**config.mk**
```make
export PLATFORM = sky130hd
export DESIGN_NAME = mult_seq_flat
export DESIGN_NICKNAME = d
export VERILOG_FILES = /design/src/rtl/mult_seq_pkg.sv /design/src/rtl/mult_seq_if.sv /design/src/rtl/mult_seq_pp_gate.sv /design/src/rtl/mult_seq.sv /design/src/flat_wrapper.sv
export SDC_FILE = /design/constraint.sdc
export NUM_CORES = 1
export LEC_CHECK = 0
export CELL_PAD_IN_SITES_DETAIL_PLACEMENT = 1
export CELL_PAD_IN_SITES_GLOBAL_PLACEMENT = 1
export CORE_ASPECT_RATIO = 0.6
export CORE_MARGIN = 5
export CORE_UTILIZATION = 40
export CTS_BUF_LIST = sky130_fd_sc_hd__clkbuf_2 sky130_fd_sc_hd__clkbuf_4 sky130_fd_sc_hd__clkbuf_8
export DETAILED_ROUTE_END_ITERATION = 12
export DONT_BUFFER_PORTS = 1
export PLACE_DENSITY_LB_ADDON = 0.08
export SYNTH_ARGS = -nofsm -noshare
export SYNTH_HDL_FRONTEND = slang
export SYNTH_HIERARCHICAL = 1
export SYNTH_SLANG_ARGS = --single-unit
```
**constraint.sdc**
```tcl
create_clock -name clk -period 15.4 [get_ports clk]
set_clock_uncertainty 0.15 [all_clocks]
set_input_delay 3.08 -clock clk [delete_from_list [all_inputs] [get_ports clk]]
set_output_delay 3.08 -clock clk [all_outputs]
set_load 0.005 [all_outputs]
```
**src/rtl/mult_seq_pkg.sv**
```systemverilog
// Shared definitions for the sequential shift-add multiplier.
package mult_seq_pkg;
  localparam int unsigned WIDTH_DEFAULT = 32;

  typedef enum logic [1:0] {
    IDLE = 2'd0,
    RUN  = 2'd1,
    DONE = 2'd2
  } state_e;
endpackage

```
**src/rtl/mult_seq_if.sv**
```systemverilog
// Request/result bundle between a multiply requester and mult_seq.
interface mult_seq_if #(
  parameter int unsigned WIDTH = mult_seq_pkg::WIDTH_DEFAULT
);
  logic                 start;
  logic [WIDTH-1:0]     a;
  logic [WIDTH-1:0]     b;
  logic                 ready;
  logic                 busy;
  logic                 done;
  logic [2*WIDTH-1:0]   product;

  modport master (output start, a, b, input ready, busy, done, product);
  modport slave  (input start, a, b, output ready, busy, done, product);
endinterface

```
**src/rtl/mult_seq_pp_gate.sv**
```systemverilog
// Partial-product gate: a vector ANDed with one bit replicated across it.
module pp_gate #(
  parameter int unsigned WIDTH = mult_seq_pkg::WIDTH_DEFAULT
) (
  input  logic [WIDTH-1:0] vec,
  input  logic             sel,
  output logic [WIDTH-1:0] pp
);
  assign pp = vec & {WIDTH{sel}};
endmodule

```
**src/rtl/mult_seq.sv**
```systemverilog
// Unsigned WIDTH x WIDTH multiplier, one shift-add iteration per clock.
module mult_seq
  import mult_seq_pkg::*;
#(
  parameter int unsigned WIDTH = WIDTH_DEFAULT
) (
  input  logic      clk,
  input  logic      reset,
  mult_seq_if.slave bus
);
  localparam int unsigned CW = (WIDTH > 1) ? $clog2(WIDTH) : 1;
  localparam logic [CW-1:0] LAST = CW'(WIDTH - 1);

  state_e               state, state_nx;
  logic [WIDTH-1:0]     mcand, mcand_nx;
  logic [WIDTH-1:0]     hi, hi_nx;
  logic [WIDTH-1:0]     lo, lo_nx;
  logic [CW-1:0]        cnt, cnt_nx;
  logic [2*WIDTH-1:0]   product_q, product_nx;
  logic [WIDTH-1:0]     pp;
  logic [WIDTH:0]       sum;
  logic                 ready_q, busy_q, done_q;

  pp_gate #(.WIDTH(WIDTH)) u_pp_gate (
    .vec (mcand),
    .sel (lo[0]),
    .pp  (pp)
  );

  assign sum = {1'b0, hi} + {1'b0, pp};

  // State and datapath registers
  always_ff @(posedge clk or posedge reset) begin
    if (reset) begin
      state     <= IDLE;
      mcand     <= '0;
      hi        <= '0;
      lo        <= '0;
      cnt       <= '0;
      product_q <= '0;
      ready_q   <= 1'b1;
      busy_q    <= 1'b0;
      done_q    <= 1'b0;
    end else begin
      state     <= state_nx;
      mcand     <= mcand_nx;
      hi        <= hi_nx;
      lo        <= lo_nx;
      cnt       <= cnt_nx;
      product_q <= product_nx;
      ready_q   <= (state_nx != RUN);
      busy_q    <= (state_nx == RUN);
      done_q    <= (state_nx == DONE);
    end
  end

  // Next state and datapath; start is only honoured outside RUN
  always_comb begin
    state_nx   = state;
    mcand_nx   = mcand;
    hi_nx      = hi;
    lo_nx      = lo;
    cnt_nx     = cnt;
    product_nx = product_q;
    case (state)
      RUN: begin
        hi_nx  = sum[WIDTH:1];
        lo_nx  = {sum[0], lo[WIDTH-1:1]};
        cnt_nx = cnt + CW'(1);
        if (cnt == LAST) begin
          state_nx   = DONE;
          product_nx = {sum, lo[WIDTH-1:1]};
        end
      end
      IDLE, DONE: begin
        state_nx = IDLE;
        if (bus.start) begin
          state_nx = RUN;
          mcand_nx = bus.a;
          lo_nx    = bus.b;
          hi_nx    = '0;
          cnt_nx   = '0;
        end
      end
      default: state_nx = IDLE;
    endcase
  end

  assign bus.ready   = ready_q;
  assign bus.busy    = busy_q;
  assign bus.done    = done_q;
  assign bus.product = product_q;
endmodule

```
**src/flat_wrapper.sv**
```systemverilog
// flat-port wrapper written by rule: the top's interface ports become plain ports
module mult_seq_flat import mult_seq_pkg::*;
#(
  parameter int unsigned WIDTH = WIDTH_DEFAULT
)
  (clk, reset, bus_start, bus_a, bus_b, bus_ready, bus_busy, bus_done, bus_product);
  mult_seq_if #(.WIDTH(WIDTH)) bus_i ();
  input  logic clk;
  input  logic reset;
  input wire logic [$bits(bus_i.start)-1:0] bus_start;
  input wire logic [$bits(bus_i.a)-1:0] bus_a;
  input wire logic [$bits(bus_i.b)-1:0] bus_b;
  output wire logic [$bits(bus_i.ready)-1:0] bus_ready;
  output wire logic [$bits(bus_i.busy)-1:0] bus_busy;
  output wire logic [$bits(bus_i.done)-1:0] bus_done;
  output wire logic [$bits(bus_i.product)-1:0] bus_product;
  assign bus_i.start = bus_start;
  assign bus_i.a = bus_a;
  assign bus_i.b = bus_b;
  assign bus_ready = bus_i.ready;
  assign bus_busy = bus_i.busy;
  assign bus_done = bus_i.done;
  assign bus_product = bus_i.product;
  mult_seq #(.WIDTH(WIDTH)) u_core (.clk(clk), .reset(reset), .bus(bus_i));
endmodule
```
[Yosys cells after proc, flatten, opt, wreduce, memory -nomap -nowiden]
Cells that the tools add are included.
Cells by class
  $add $sub $neg: 2
  reductions and logical operators: 6
  equal/unequal tests: 7
  bitwise operators: 1
  mux-type cells: 9
Operators by type and width (number)
  one-hot mux 32 bit (2 select lines): 2
  2-to-1 mux 32 bit: 2
  adder 32 x 32 -> 33 bit: 1
  bitwise AND 32 bit: 1
  one-hot mux 5 bit (2 select lines): 1
  AND reduction 2 bit: 3
  adder 5 x 1 -> 5 bit (second input constant): 1
  equality test 5 bit (second input constant): 1
  2-to-1 mux 5 bit: 1
  equality test 2 x 1 -> 1 bit (second input constant): 2
  equality test 2 bit (second input constant): 2
  one-hot mux 2 bit (2 select lines): 1
  logical NOT 2 bit: 1
  2-to-1 mux 2 bit: 1
  inequality test 2 x 1 -> 1 bit (second input constant): 1
  inequality test 2 bit (second input constant): 1
  nonzero test 2 bit: 1
  OR reduction 2 bit: 1
  2-to-1 mux 1 bit: 1
Word-level totals
  word-level logic and storage cells: 34
  output and inout bits: 67
  register bits: 170
  input bits: 67

[Longest topological paths before layout]
  depth in word-level cells: 4
  gate-level depth with buffers: 12
  gate-level depth less buffers: 11

[Modules after synthesis]
The synthesis kept the hierarchy.
By module, submodules not included
  mult_seq: times used 1, area an instance 8557.0 sq um, cells each 934, sequential area each 4255.3 sq um
  pp_gate: times used 1, area an instance 255.2 sq um, cells each 35, sequential area each 0.0 sq um

[Least setup slack after synthesis]
Ideal clock, no wire load.
  path kind: input to register
  from: in bus_start
  to: reg u_core.cnt[0]
  setup time: 0.083 ns
  stages: 7
  required time: 15.167 ns
  arrival: 4.274 ns
  slack: 10.893 ns
  path buffers: 3
  cell sequence: nor2b_1 -> clkbuf_1 -> nor2_1 -> buf_2 -> buf_1 -> nand2_1 -> o21ai_0
Between the ends
  longest elaborated chain between the ends: 2
Ends and longest elaborated chain
  start, declared: RTL line flat_wrapper.sv:10  | input wire logic [$bits(bus_i.start)-1:0] bus_start;
  inequality test 2 bit (no source line)
  AND reduction 2 bit (no source line)
  end signal, assigned: RTL line mult_seq.sv:49  | cnt <= cnt_nx;
  end, declared: RTL line mult_seq.sv:18  | logic [CW-1:0] cnt, cnt_nx;
No other way between the ends.
A chain may end at the register's enable or synchronous reset.

[Worst setup path in the final report]
  from: in bus_start
  to: reg u_core.hi[30]
Between the ends
  longest elaborated chain between the ends: 2
Ends and longest elaborated chain
  inequality test 2 bit (no source line)
  AND reduction 2 bit (no source line)
  end signal, assigned: RTL line mult_seq.sv:47  | hi <= hi_nx;
  end, declared: RTL line mult_seq.sv:16  | logic [WIDTH-1:0] hi, hi_nx;
No other way between the ends.

==> impl.org <==
** Min path
- The worst hold path was traced through 2 stages.
- The worst hold path terminates at u_core/mcand[28].
- The path class of the tightest hold or removal check is reg -> reg.
- Start point of the worst min-delay path :: u_core/mcand[28]

** Synth
- Synth Area per Inst :: 9.09 um^2
- Synthesis produced a netlist with a net count of between 1000 and 1500.
- Synth warn :: 6
- Of all flip-flops after synthesis, the portion carrying an async set or reset was 100%.
- Synth Flop Type :: sky130_fd_sc_hd__dfrtp_1
- Flop and latch count out of synthesis :: 170
- Gate count of the mapped netlist :: 969
- Syn Std Cell Area :: 8810 um^2
- In this run, distinct cell masters in the synthesized netlist total 61.
- Seq/Total Area, Yosys :: 48.3%
- Counting flops with a built-in enable in the synthesized netlist gives 0.

** Power
- VDD sags by at most ~0.000078 V.
- The share of total power dissipated in sequential elements is 37.3%.
- Overall power consumption after layout is estimated at 2200 uW.
- Cell internal power was estimated by the tool at approximately 1200 uW.
- Combinational group share of total power :: 46.1%
- Part of the total power dissipated in the clock network :: 16.6%
- Of the total power, the share spent switching nets is 43.9%.
- Pleak :: roughly 0.0046 uW
- Net load switching power :: ~970 uW
- Power spread over the standard cell area amounts to ~230 nW/um^2.

** Setup path
- The worst register-to-register path has a depth of 11.
- The slowest stage of the critical path is the sky130_fd_sc_hd__nor2_4 cell.
- Sort of element at the end of the critical path :: register
- Critical register-to-register path endpoint :: u_core/hi[29]
- Traced cell by cell, the critical path runs through nor2b_4, buf_4, nor2_4, buf_4, nand2_1, o31ai_1, a21oi_1, nand3_1.
- Cell occurring most often along the worst timing path :: sky130_fd_sc_hd__buf_4
- Category of the worst setup path launch point :: input port
- Of all nets on the critical path, the largest fanout is 62.
- The startpoint identified for the worst register-to-register timing path is u_core/lo[0].
- Required time reported for the critical path endpoint :: 15.65 ns
- Crit path arrival time :: 5.24 ns
- Counting both buffers and inverters, the worst setup path holds a total of 2.
- Delay-heaviest family, CP :: simple AND/OR/NAND/NOR gates
- Maximum single-stage delay on the critical path :: 0.64 ns
- Path type of the worst setup path :: in -> reg
- FF-to-FF setup slack :: 11.10 ns

** Die
- Pin placement for this block handled 134 I/O pins.
- Floorplan die width :: 202 um
- Initial Utilization :: 40.3%
- Placement row count :: 42
- Std-Cell Core Area :: 21900 um^2
- The floorplan step set the die height to 125 um.
- Die area :: 25200 um^2

** Placement
- Once placement completed, the tool counted placed cells totaling about 1200.
- Once detailed placement completed, the half-perimeter wirelength came to 19.3 mm.
- Port buffering added 0 buffers.
- Placed Area :: 9050 um^2
- The congestion estimate from routability-driven global placement came to 0.902.

** Final layout
- In the final layout, the share of cells above drive strength 1 is approximately 11%.
- Core Util, Final :: a little over two fifths
- The net count of the finished layout is 1046.
- Final instance area :: about 9500 um^2
- Cell Count, Final, Fillers Out :: about 1200
- 0 antenna diodes ended up in the layout.
- Relative area change from synthesis to final layout :: 7.81%

** GRT
- Number of antenna violations at the first check in global routing :: 1
- GR Util All Layers :: between 20 and 25%
- The number of global-route vias before repair was slightly above 7000.
- Entering global routing, the biggest net connects 96 pins.
- Global-route wire length before repair :: 42.8 mm
- Total grt overflow :: 0

** STA
- Count of endpoints failing hold in the final timing report :: 0
- Clock period minus final worst setup slack :: 4.99 ns
- Number of endpoints failing setup at the final stage :: 0
- Rel. slew slack :: 30.5%
- The final count of pins violating max slew is 0.
- After layout, the worst path uses 32.4% of the clock period.
- Final sum of negative setup slack :: 0 ns
- Pin slew with the least headroom to its limit :: 1.04 ns
- Static timing analysis puts the maximum clock frequency at 200 MHz.
- Setup repair after global routing missed its margin :: false

** Detailed routing
- Before antenna repair, the detailed router went through 5 iterations.
- Via-to-Cell Ratio :: 5.49
- The count of nets left with antenna violations once routing finished came out at 0.
- In the routed design, unresolved DRC markers number 0.
- DR vias :: 6827
- In this run, the number of DRC markers left after iteration 0 of detailed routing was 385.
- In the final routed layout, each cell accounts on average for 21.3 um.
- Total detailed-routing wirelength :: 26.5 mm

** Status
- The flow ran to the end, and the final reports show no timing, DRC or antenna violations.

** Run
- The tool flagged a number of max-cap violations equal to 0.

** Clock tree
- Maximum buffer depth of the clock tree :: 2
- Clock tree from TritonCTS :: done
- Post-cts repair resize count :: 0
- Buffers inserted to repair hold after CTS numbered 0.
- # H-tree levels :: 4
- Clock latency of the later-clocked register in the worst-skew pair :: 0.47 ns
- Once the clock tree was built, the setup fixing pass inserted 0 buffers.
- Clock Sinks :: 170
- The cell sitting at the root of the clock tree is a sky130_fd_sc_hd__clkbuf_8.
- Number of clock buffers inserted by TritonCTS :: 17
- Clock-pin slew was measured on the worst setup and hold paths at roughly 0.080 ns.
synth_stat cells (5+ instances only):
| master | count | area (um^2) |
|---|---|---|
| sky130_fd_sc_hd__and2_2 | 32 | 240 |
| sky130_fd_sc_hd__o21bai_1 | 5 | 37.5 |
| sky130_fd_sc_hd__a21oi_1 | 41 | 205 |
| sky130_fd_sc_hd__dfrtp_1 | 169 | 4230 |
| sky130_fd_sc_hd__o21ai_0 | 73 | 365 |
| sky130_fd_sc_hd__o31ai_1 | 5 | 37.5 |
| sky130_fd_sc_hd__mux2i_1 | 35 | 350 |
| sky130_fd_sc_hd__a21o_1 | 21 | 158 |
| sky130_fd_sc_hd__nand2b_1 | 7 | 43.8 |
| sky130_fd_sc_hd__nand2_1 | 291 | 1090 |
| sky130_fd_sc_hd__clkbuf_1 | 35 | 131 |
| sky130_fd_sc_hd__xnor2_1 | 14 | 123 |
| sky130_fd_sc_hd__nand4_1 | 18 | 113 |
| sky130_fd_sc_hd__or3_1 | 5 | 31.3 |
| sky130_fd_sc_hd__ha_1 | 34 | 425 |
| sky130_fd_sc_hd__buf_2 | 11 | 55.1 |
| sky130_fd_sc_hd__nand3_1 | 18 | 90.1 |
| sky130_fd_sc_hd__a22o_1 | 14 | 123 |
| sky130_fd_sc_hd__nor3_1 | 10 | 50.1 |
| sky130_fd_sc_hd__xor2_1 | 8 | 70.1 |
| sky130_fd_sc_hd__mux2_2 | 10 | 113 |
| sky130_fd_sc_hd__inv_1 | 13 | 48.8 |
| sky130_fd_sc_hd__nor2_1 | 30 | 113 |
layer usage:
layer,track usage (%),vias up,wire length (um),part of all wire [%]
met3,5.54,13,1410,5.3
met5,0,-,13,0.049
li1,-,3261,-,-
met2,28.5,140,10200,38
met4,3.98,2,142,0.54
met1,35.0,3411,14700,56
logic make-up (layout without fill, tap and decap cells):
family,Yosys count,count (layout),share of synthesized area (%)
simple gates,431,431,21.8
xor+xnor,22,22,2.19
mux,45,45,5.25
fa+ha+maj,35,35,5.05
buf+inv,67,55,3.07
flops,170,170,48.3
compound gates,199,199,14.4
layout make-up:
cell class / count / area (um^2)
inverters: 14 / 57.6
well taps: 286 / 358
clock buffers: 21 / 289
flip-flops and latches: 170 / 4260
repair buffers: 9 / 67.6
fillers: 2499 / 12400
clock inverters: 11 / 165
multi-input cells: 732 / 4310
power groups by stage:
| stage | clock network [uW] | registers (uW) | logic, uW |
|---|---|---|---|
| after detailed placement | 0 | 832 | 1010 |
| after global placement | 0 | 823 | 965 |
| after CTS | 378 | 825 | 1010 |
| after floorplan | 0 | 762 | 760 |
| after global routing | 400 | 850 | 1140 |
| final | 366 | 821 | 1020 |
through the flow:
stage / setup slack [ns] / hold slack, ns
2_1_floorplan: 7.57 / 0.288
3_3_place_gp: 10.04 / 0.302
3_5_place_dp: 9.96 / 0.309
4_1_cts: 10.47 / 0.332
5_1_grt: 10.33 / 0.347
6_report: 10.41 / 0.326
flip-flops by register name, indices dropped and copies added (netlist names):
name	cells
u_core/lo	32
u_core/cnt	5
u_core/bus.ready	1
u_core/bus.busy	1
u_core/hi	32
u_core/bus.product	64
u_core/state	2
u_core/mcand	32
u_core/bus.done	1
worst min-delay path, cell delays in order (launching register included):
cell and delay [ns]:
sky130_fd_sc_hd__dfrtp_1 0.35, sky130_fd_sc_hd__nand2_1 0.05, sky130_fd_sc_hd__nand2_1 0.05
placed cells by master (no fill, tap or decap), drive strengths merged, types with 4 or more instances in the layout:
master / synthesis / layout
and2: 35 / 35
inv: 13 / 15
clkinv: 1 / 5
xor2: 8 / 8
o31ai: 6 / 6
mux2i: 35 / 35
nand2: 291 / 291
or3: 5 / 5
o21ai: 77 / 77
and3: 4 / 4
mux2: 10 / 10
buf: 14 / 9
nand2b: 7 / 7
a21oi: 41 / 41
clkbuf: 39 / 21
nand4: 18 / 18
nor3: 11 / 11
dfrtp: 169 / 169
nand3: 18 / 18
nor2: 31 / 31
xnor2: 14 / 14
a22o: 14 / 14
o211ai: 4 / 4
bufinv: 0 / 4
a31o: 4 / 4
a21o: 21 / 21
o21bai: 5 / 5
ha: 34 / 34
how the worst max path moves through the flow:
stage | cells after the start | startpoint | endpoint | slack (ns)
floorplan | 1 | reset | u_core/bus.busy | 7.57
global placement | 8 | bus_start | u_core/hi[30] | 10.04
detailed placement | 8 | bus_start | u_core/hi[30] | 9.96
CTS | 8 | bus_start | u_core/hi[30] | 10.47
global route | 8 | bus_start | u_core/hi[30] | 10.33
finish | 8 | bus_start | u_core/hi[30] | 10.41
No activity file was read; power rests on OpenSTA's default activity.
